==> config.mk <==
export PLATFORM = sky130hd
export DESIGN_NAME = arith_pipe_unit
export DESIGN_NICKNAME = d
export VERILOG_FILES = /design/src/rtl/arith_pipe_unit.sv
export SDC_FILE = /design/constraint.sdc
export NUM_CORES = 1
export LEC_CHECK = 0
export ABC_AREA = 1
export CAP_MARGIN = 10
export CORE_AREA = 5 5 66 68
export DETAILED_ROUTE_END_ITERATION = 8
export DIE_AREA = 0 0 71 73
export GPL_TIMING_DRIVEN = 0
export HOLD_SLACK_MARGIN = 0.15
export PLACE_DENSITY = 0.67
export REMOVE_ABC_BUFFERS = 1
export SLEW_MARGIN = 20
export SYNTH_ARGS = -nofsm -noshare
export SYNTH_HDL_FRONTEND = slang
export SYNTH_SLANG_ARGS = --single-unit
==> constraint.sdc <==
create_clock -name clk -period 2.37 [get_ports clk]
set_input_delay 0.237 -clock clk [delete_from_list [all_inputs] [get_ports clk]]
set_output_delay 0.237 -clock clk [all_outputs]
set_load 0.005 [all_outputs]
==> src/rtl/arith_pipe_unit.sv <==
// arith_pipe_unit: registered add/sub/accumulate unit with valid/ready on both sides.
// Ports: clk, rst_n (async, active-low); In_valid/In_ready/A/B/Op/Acc_clear (operand side);
// Out_valid/Out_ready/Result/CarryOut/Overflow/Zero/Negative (result side); Acc; Op_count.
module arith_pipe_unit #(
  parameter int WIDTH     = 4,
  parameter bit SATURATE  = 1'b0,
  parameter int CNT_WIDTH = 8
) (
  input  logic                 clk,
  input  logic                 rst_n,
  input  logic                 In_valid,
  output logic                 In_ready,
  input  logic [WIDTH-1:0]     A,
  input  logic [WIDTH-1:0]     B,
  input  logic [1:0]           Op,
  input  logic                 Acc_clear,
  output logic                 Out_valid,
  input  logic                 Out_ready,
  output logic [WIDTH-1:0]     Result,
  output logic                 CarryOut,
  output logic                 Overflow,
  output logic                 Zero,
  output logic                 Negative,
  output logic [WIDTH-1:0]     Acc,
  output logic [CNT_WIDTH-1:0] Op_count
);

  typedef enum logic [1:0] {
    OP_ADD     = 2'b00,
    OP_SUB     = 2'b01,
    OP_ACC_ADD = 2'b10,
    OP_ACC_SUB = 2'b11
  } op_e;

  op_e              op_dec;
  logic             is_acc;
  logic             is_sub;
  logic [WIDTH-1:0] opa;
  logic [WIDTH-1:0] opb;
  logic [WIDTH:0]   raw;
  logic             ovf;
  logic [WIDTH-1:0] final_res;
  logic             accept;
  logic             consume;
  logic [WIDTH-1:0] acc_q;

  assign op_dec   = op_e'(Op);
  assign In_ready = !Out_valid || Out_ready;
  assign accept   = In_valid && In_ready;
  assign consume  = Out_valid && Out_ready;
  assign Acc      = acc_q;

  always_comb begin
    is_acc = (op_dec == OP_ACC_ADD) || (op_dec == OP_ACC_SUB);
    is_sub = (op_dec == OP_SUB)     || (op_dec == OP_ACC_SUB);
    // A same-cycle clear makes the accumulator operand read as zero.
    opa = is_acc ? (Acc_clear ? '0 : acc_q) : A;
    opb = is_acc ? A : B;
    if (is_sub) begin
      raw = {1'b0, opa} - {1'b0, opb};
      ovf = (opa[WIDTH-1] != opb[WIDTH-1]) && (raw[WIDTH-1] != opa[WIDTH-1]);
    end else begin
      raw = {1'b0, opa} + {1'b0, opb};
      ovf = (opa[WIDTH-1] == opb[WIDTH-1]) && (raw[WIDTH-1] != opa[WIDTH-1]);
    end
    final_res = raw[WIDTH-1:0];
    if (SATURATE && ovf) begin
      final_res = opa[WIDTH-1] ? {1'b1, {(WIDTH-1){1'b0}}} : {1'b0, {(WIDTH-1){1'b1}}};
    end
  end

  always_ff @(posedge clk or negedge rst_n) begin
    if (!rst_n) begin
      Out_valid <= 1'b0;
      Result    <= '0;
      CarryOut  <= 1'b0;
      Overflow  <= 1'b0;
      Zero      <= 1'b0;
      Negative  <= 1'b0;
    end else if (accept) begin
      Out_valid <= 1'b1;
      Result    <= final_res;
      CarryOut  <= raw[WIDTH];
      Overflow  <= ovf;
      Zero      <= (final_res == '0);
      Negative  <= final_res[WIDTH-1];
    end else if (consume) begin
      Out_valid <= 1'b0;
    end
  end

  always_ff @(posedge clk or negedge rst_n) begin
    if (!rst_n) begin
      acc_q <= '0;
    end else if (accept && is_acc) begin
      acc_q <= final_res;
    end else if (Acc_clear) begin
      acc_q <= '0;
    end
  end

  always_ff @(posedge clk or negedge rst_n) begin
    if (!rst_n) begin
      Op_count <= '0;
    end else if (consume && (Op_count != '1)) begin
      Op_count <= Op_count + 1'b1;
    end
  end

endmodule

==> summary.txt, run 1 <==
Status
  • Run status: complete, no violations

Clock network
  • CTS Sinks: 20
  • H-Tree Depth: 1
  • Clock tree buffer depth: 2
  • Clk_lat worst skew: 0.25 ns
  • CTS buffer count: 3
  • Clk root buf: clkbuf_8
  • CTS tree: yes
  • Worst-path clk slew: 0.07 ns
  • Post-CTS Hold Fix Bufs: 0
  • Setup repair bufs after CTS: 0

Route
  • Routed len/inst: 10.6 µm
  • DRC Markers: 0
  • Via count: 1366
  • Post-Route WL: 3100 µm
  • Pre-antenna DRT Iters: 4
  • Vias per inst: 4.66
  • DRT iter0 DRCs: 48
  • Antenna-violating nets left: 0

Setup path
  • Setup CP Type: in2reg
  • Critical Path RT: 2.56 ns
  • Critical Path Sink Type: flip-flop
  • Critical Path Source Type: primary input
  • Worst-case reg-to-reg path depth: 11
  • Worst EP arrival: 2.32 ns
  • Critical Path Fanout Max: 5
  • RR Startpoint: Acc[0]
  • Reg2reg end: Zero
  • Reg2Reg Setup Slack: 0.40 ns

STA
  • RSZ-0062 raised after global routing: no
  • Tightest Pin Transition: 0.890 ns
  • Layout Skew: 0.00287 ns
  • Post-layout minimum cycle time: 2.13 ns
  • Hold Vio Cnt, Final: 0
  • Upper clock frequency limit: 470 MHz
  • Max-slew violations: 0
  • Final setup vio count: 0
  • Worst slew margin: 40.5%
  • Period utilisation layout: 89.9%
  • Setup ws final: 0.240 ns

Logic synthesis
  • Syn_area_per_cell: 7.01 µm²
  • Cells after Synth: 209
  • Sequential share of the synthesized area: 34.2%
  • Main synth FF type: dfrtp_1
  • Async SR Flop Fraction: 100%
  • Synthesized cell area: 1470 µm²
  • Netlist cell types: 27
  • EDFF count, synth: 0
  • Synth warnings: 0
  • Synthesis-stage register bit count: 20

GRT
  • Pin count of the biggest net entering global routing: 21
  • GRT Total Usage: 12.5%
  • First-pass GRT wire length: 5260 µm
  • Vias in the first global route: 1251
  • GRT overflow: 0
  • Antenna violations before repair: 0

Place
  • Routability Congestion: 0.801
  • Worst slack at placement: -0.677 ns
  • Dpl cells: 290
  • IO Port Bufs: 36
  • HPWL after detailed placement: 2530 µm

Floorplan
  • Die area: 5180 µm²
  • Initial Util: 38.6%
  • Die height: 73 µm
  • Num rows: 23
  • I/O Pins: 37
  • Core Area: 3800 µm²
  • Die Span X: 71 µm

Finish
  • Area growth, synth to finish: 29.1%
  • Nets: 271
  • Post-route insts no fill: 293
  • Most common cell after layout, fill and taps aside: nand2_1
  • Most frequent cells in the layout: nand2_1, clkdlybuf4s50_1, inv_1, dfrtp_1, nand3_1
  • Layout cells sized above 1: 7.41%
  • Diodes inserted: 0
  • Fill count: 398

Job
  • Max_cap viols: 0

Pwr
  • Worst VDD drop: 197 µV
  • PD cells: 642 nW/µm²
  • Leakage: 0.972 nW

Min path
  • Hold Crit Class: in2async
-- where the power goes --
part           switching (mW)  internal [mW]  leakage [nW]  total [mW]
clock network           0.104          0.113        0.0216       0.217
registers              0.0780          0.419         0.254       0.497
logic                   0.236          0.264         0.696       0.500
total                   0.418          0.796         0.972        1.21
-- layer usage --
layer	global-route usage, %	wire [µm]	vias up
met1	15.1	1370	615
met3	2.48	176	6
met4	3.76	47	0
met2	22.3	1510	31
met5	0	0	-
li1	-	-	714
-- cell type report --
type | count | area (µm²) | share of cell area, %
inverters | 27 | 101 | 5.36
well taps | 50 | 62.6 | 3.31
repair buffers | 36 | 355 | 18.8
flip-flops and latches | 20 | 500 | 26.5
multi-input cells | 157 | 831 | 43.9
clock buffers | 3 | 41.3 | 2.18
-- registers in the layout, summed over array words and instances (netlist names) --
register / cells
Acc: 4
CarryOut: 1
Op_count: 8
Out_valid: 1
Overflow: 1
Result: 4
Zero: 1
-- cells in the mapped netlist, types with 2 or more instances --
library cell	instances	share of area, %
a21oi_1	2	0.68
buf_2	2	0.68
buf_4	2	1.0
dfrtp_1	20	34
fa_1	2	2.7
ha_1	9	7.7
inv_1	26	6.7
nand2_1	85	22
nand2_2	3	1.3
nand3_1	20	6.8
nor2_1	11	2.8
nor2_2	2	0.85
o21ai_0	10	3.4
or2_2	2	0.85
-- what timing repair did --
action	in CTS	in global routing
endpoints found under the setup margin	9	1
resized for setup	3	4
cloned	0	0
-- worst max-delay path by stage --
stage | start | endpoint | slack [ns] | cells past startpoint
floorplan | Acc[1] | Zero | 0.42 | 10
global placement | Op[1] | Zero | -0.65 | 11
detailed placement | Op[1] | Zero | -0.68 | 11
CTS | Acc_clear | Zero | 0.14 | 13
global route | Acc_clear | Zero | 0.04 | 13
finish | Acc_clear | Zero | 0.24 | 13
-- metrics by stage --
step	util (%)	hold WS, ns	instance area [µm²]	TNS (ns)	total power [mW]
after global routing	49.8	0.523	1890	0	1.31
after detailed placement	48.7	0.469	1850	-4.54	1.01
after global placement	48.7	0.466	1850	-4.18	0.998
after floorplan	-	-0.0586	1430	0	0.748
final	49.8	0.482	1890	0	1.21
after CTS	49.9	0.489	1900	0	1.23
-- worst max-delay path, cell delays in order --
cell,delay [ns]
clkdlybuf4s50_1,0.46
inv_1,0.09
nand2_1,0.09
nand2_1,0.04
o21ai_0,0.11
inv_1,0.08
ha_1,0.24
fa_1,0.43
o21ai_1,0.22
nand2_1,0.08
nor2_1,0.10
nand3_1,0.09
nand2_1,0.06
-- cell families after synthesis --
| group | Yosys count | share of synthesized area (%) |
|---|---|---|
| AOI/OAI and AO/OA | 16 | 6.75 |
| xor gates and xnor gates | 2 | 1.71 |
| adders and majority gates | 11 | 10.4 |
| buffers and inverters | 32 | 9.39 |
| DFF | 20 | 34.2 |
| muxes | 1 | 0.683 |
| and+or+nand+nor | 127 | 36.9 |
No activity file was read; power rests on OpenSTA's default activity.
==> run 2, diff against run 1 <==
--- a/config.mk
+++ b/config.mk
@@ -13,7 +13,6 @@
 export GPL_TIMING_DRIVEN = 0
 export HOLD_SLACK_MARGIN = 0.15
 export PLACE_DENSITY = 0.67
-export REMOVE_ABC_BUFFERS = 1
 export SLEW_MARGIN = 20
 export SYNTH_ARGS = -nofsm -noshare
 export SYNTH_HDL_FRONTEND = slang
==> summary.txt, run 2 (same netlist as run 1, synthesis figures left out) <==
Status
  • Run status: complete, no violations

Setup path
  • Critical Path Source Type: primary input
  • Worst EP arrival: 2.41 ns (+0.09 ns)
  • Setup CP Type: in2reg
  • Critical Path Sink Type: flip-flop
  • Critical Path RT: 2.57 ns (about the same)
  • Critical Path Fanout Max: 10 (+5)

STA
  • Post-layout minimum cycle time: 2.21 ns (+0.0790 ns)
  • Period utilisation layout: 93.2% (+3.3 points)
  • Final setup vio count: 0 (unchanged)
  • Layout Skew: 0.00247 ns (-0.000402 ns)
  • Max-slew violations: 0 (unchanged)
  • Tightest Pin Transition: 0.872 ns (-0.0181 ns)
  • Hold Vio Cnt, Final: 0 (unchanged)
  • Worst slew margin: 41.7% (+1.2 points)
  • Upper clock frequency limit: 453 MHz (-3.6%)
  • RSZ-0062 raised after global routing: no
  • Setup ws final: 0.161 ns (-0.0790 ns)

Place
  • Placed Area: 1880 µm² (+1.4%)
  • Routability Congestion: 0.777 (-3.0%)
  • HPWL after detailed placement: 2610 µm (+3.4%)
  • Worst slack at placement: -0.341 ns (+0.337 ns)
  • IO Port Bufs: 35 (-2.8%)

Floorplan
  • Initial Util: 38.6% (unchanged)
  • Die Span X: 71 µm (unchanged)
  • Core Area: 3800 µm² (unchanged)
  • Num rows: 23 (unchanged)
  • Die area: 5180 µm² (unchanged)
  • I/O Pins: 37 (unchanged)
  • Die height: 73 µm (unchanged)

Finish
  • Cell area after layout: 1940 µm² (+2.4%)
  • Max reg flops: 8 (unchanged)
  • Biggest register: Op_count
  • Layout cells sized above 1: 9.27% (+1.9 points)
  • Most common cell after layout, fill and taps aside: nand2_1
  • Most frequent cells in the layout: nand2_1, clkdlybuf4s50_1, inv_1, dfrtp_1, nand3_1
  • Area of the multi-input gates: 831 µm² (unchanged)
  • Area growth, synth to finish: 32.2%
  • Register area: 500 µm² (unchanged)
  • Fill count: 401 (+0.75%)
  • Nets: 275 (+1.5%)
  • Diodes inserted: 0 (unchanged)

Logic synthesis
  • Syn_nets: 235

Clock network
  • Post-CTS Hold Fix Bufs: 0 (unchanged)
  • Clk_lat worst skew: 0.25 ns (about the same)
  • Clock tree buffer depth: 2 (unchanged)
  • CTS Sinks: 20 (unchanged)
  • CTS buffer count: 3 (unchanged)
  • Clk root buf: clkbuf_8
  • CTS tree: yes
  • H-Tree Depth: 1 (unchanged)
  • Worst-path clk slew: 0.07 ns (about the same)

Pwr
  • Worst VDD drop: 285 µV (+45%)
  • PD cells: 656 nW/µm² (+2.2%)
  • Leakage: 0.998 nW (+2.7%)

Min path
  • Hold Crit Class: in2reg

Route
  • Via count: 1357 (-0.66%)
  • Antenna-violating nets left: 0 (unchanged)
  • DRT iter0 DRCs: 45 (-6.3%)
  • Pre-antenna DRT Iters: 4 (unchanged)
  • DRC Markers: 0 (unchanged)
  • Post-Route WL: 3140 µm (+1.5%)
  • Vias per inst: 4.55 (-2.3%)
  • Routed len/inst: 10.6 µm (-0.19%)

GRT
  • GRT Total Usage: 13.3% (+0.82 points)
  • Antenna violations before repair: 0 (unchanged)
  • Pin count of the biggest net entering global routing: 21 (unchanged)
  • First-pass GRT wire length: 5690 µm (+8.1%)
  • GRT overflow: 0 (unchanged)
  • Vias in the first global route: 1316 (+5.2%)

Job
  • Max_cap viols: 0 (unchanged)
[run 2: cell count changes in the layout (fill, tap and decap cells not counted)]
| cell | previous run | this run |
|---|---|---|
| clkbuf_2 | 1 | 0 |
| buf_6 | 0 | 1 |
| buf_4 | 0 | 2 |
| buf_2 | 0 | 2 |
| clkbuf_8 | 3 | 4 |
[run 2: layout make-up]
class | instances | area share, %
Sequential cell | 20 | 25.8
Buffer | 5 | 1.87
Timing Repair Buffer | 35 | 18.1
Inverter | 27 | 5.23
Multi-Input combinational cell | 157 | 42.9
Clock buffer | 4 | 2.84
Tap cell | 50 | 3.23
[run 2: what timing repair did]
item,in CTS,in global routing
setup buffers,0,0
resized for setup,2,2
gates cloned,0,0
endpoints found under the setup margin,1,1
[run 2: worst paths after layout]
check	from	end	slack, ns	depth (start not counted)
worst max-delay path	Op[1]	Zero	0.16	13
worst min-delay path	Op[0]	CarryOut	0.33	4
worst max register to register	Acc[1]	Zero	0.38	11
worst min register to register	Zero	Zero	0.49	2
max in group asynchronous	rst_n	Op_count[3]	1.36	1
min in group asynchronous	rst_n	Op_count[5]	0.48	1
[run 2: critical path, cell delays in order]
cell and delay, ns:
clkdlybuf4s50_1 0.44, buf_2 0.19, o21ai_0 0.25, inv_1 0.07, ha_1 0.25, fa_1 0.40, nand2_1 0.10, nand2_1 0.05
nand2_1 0.07, nand2_1 0.07, nor2_1 0.14, nand3_1 0.09, nand2_1 0.06
[run 2: where the power goes]
part | switching, mW | internal, mW | total (mW)
registers | 0.0827 | 0.419 | 0.501
clock network | 0.106 | 0.148 | 0.254
logic | 0.241 | 0.274 | 0.515
[run 2: layer usage]
layer	routed length [µm]	up-vias	part of all wire (%)	global-route usage, %
met4	48	0	1.5	3.97
met5	0	-	0	0
met3	130	4	4.1	1.79
li1	-	724	-	-
met2	1520	25	48	24.0
met1	1450	604	46	16.4
[run 2: stage by stage]
step                hold slack [ns]  setup TNS (ns)  util (%)  power, mW  instances
floorplan                   -0.0586               0         -      0.761        209
global placement              0.468           -1.49      49.4       1.02        294
detailed placement            0.479           -1.61      49.4       1.03        294
CTS                           0.307               0      50.9       1.29        298
global route                  0.376               0      51.0       1.38        298
finish                        0.326               0      51.0       1.27        298
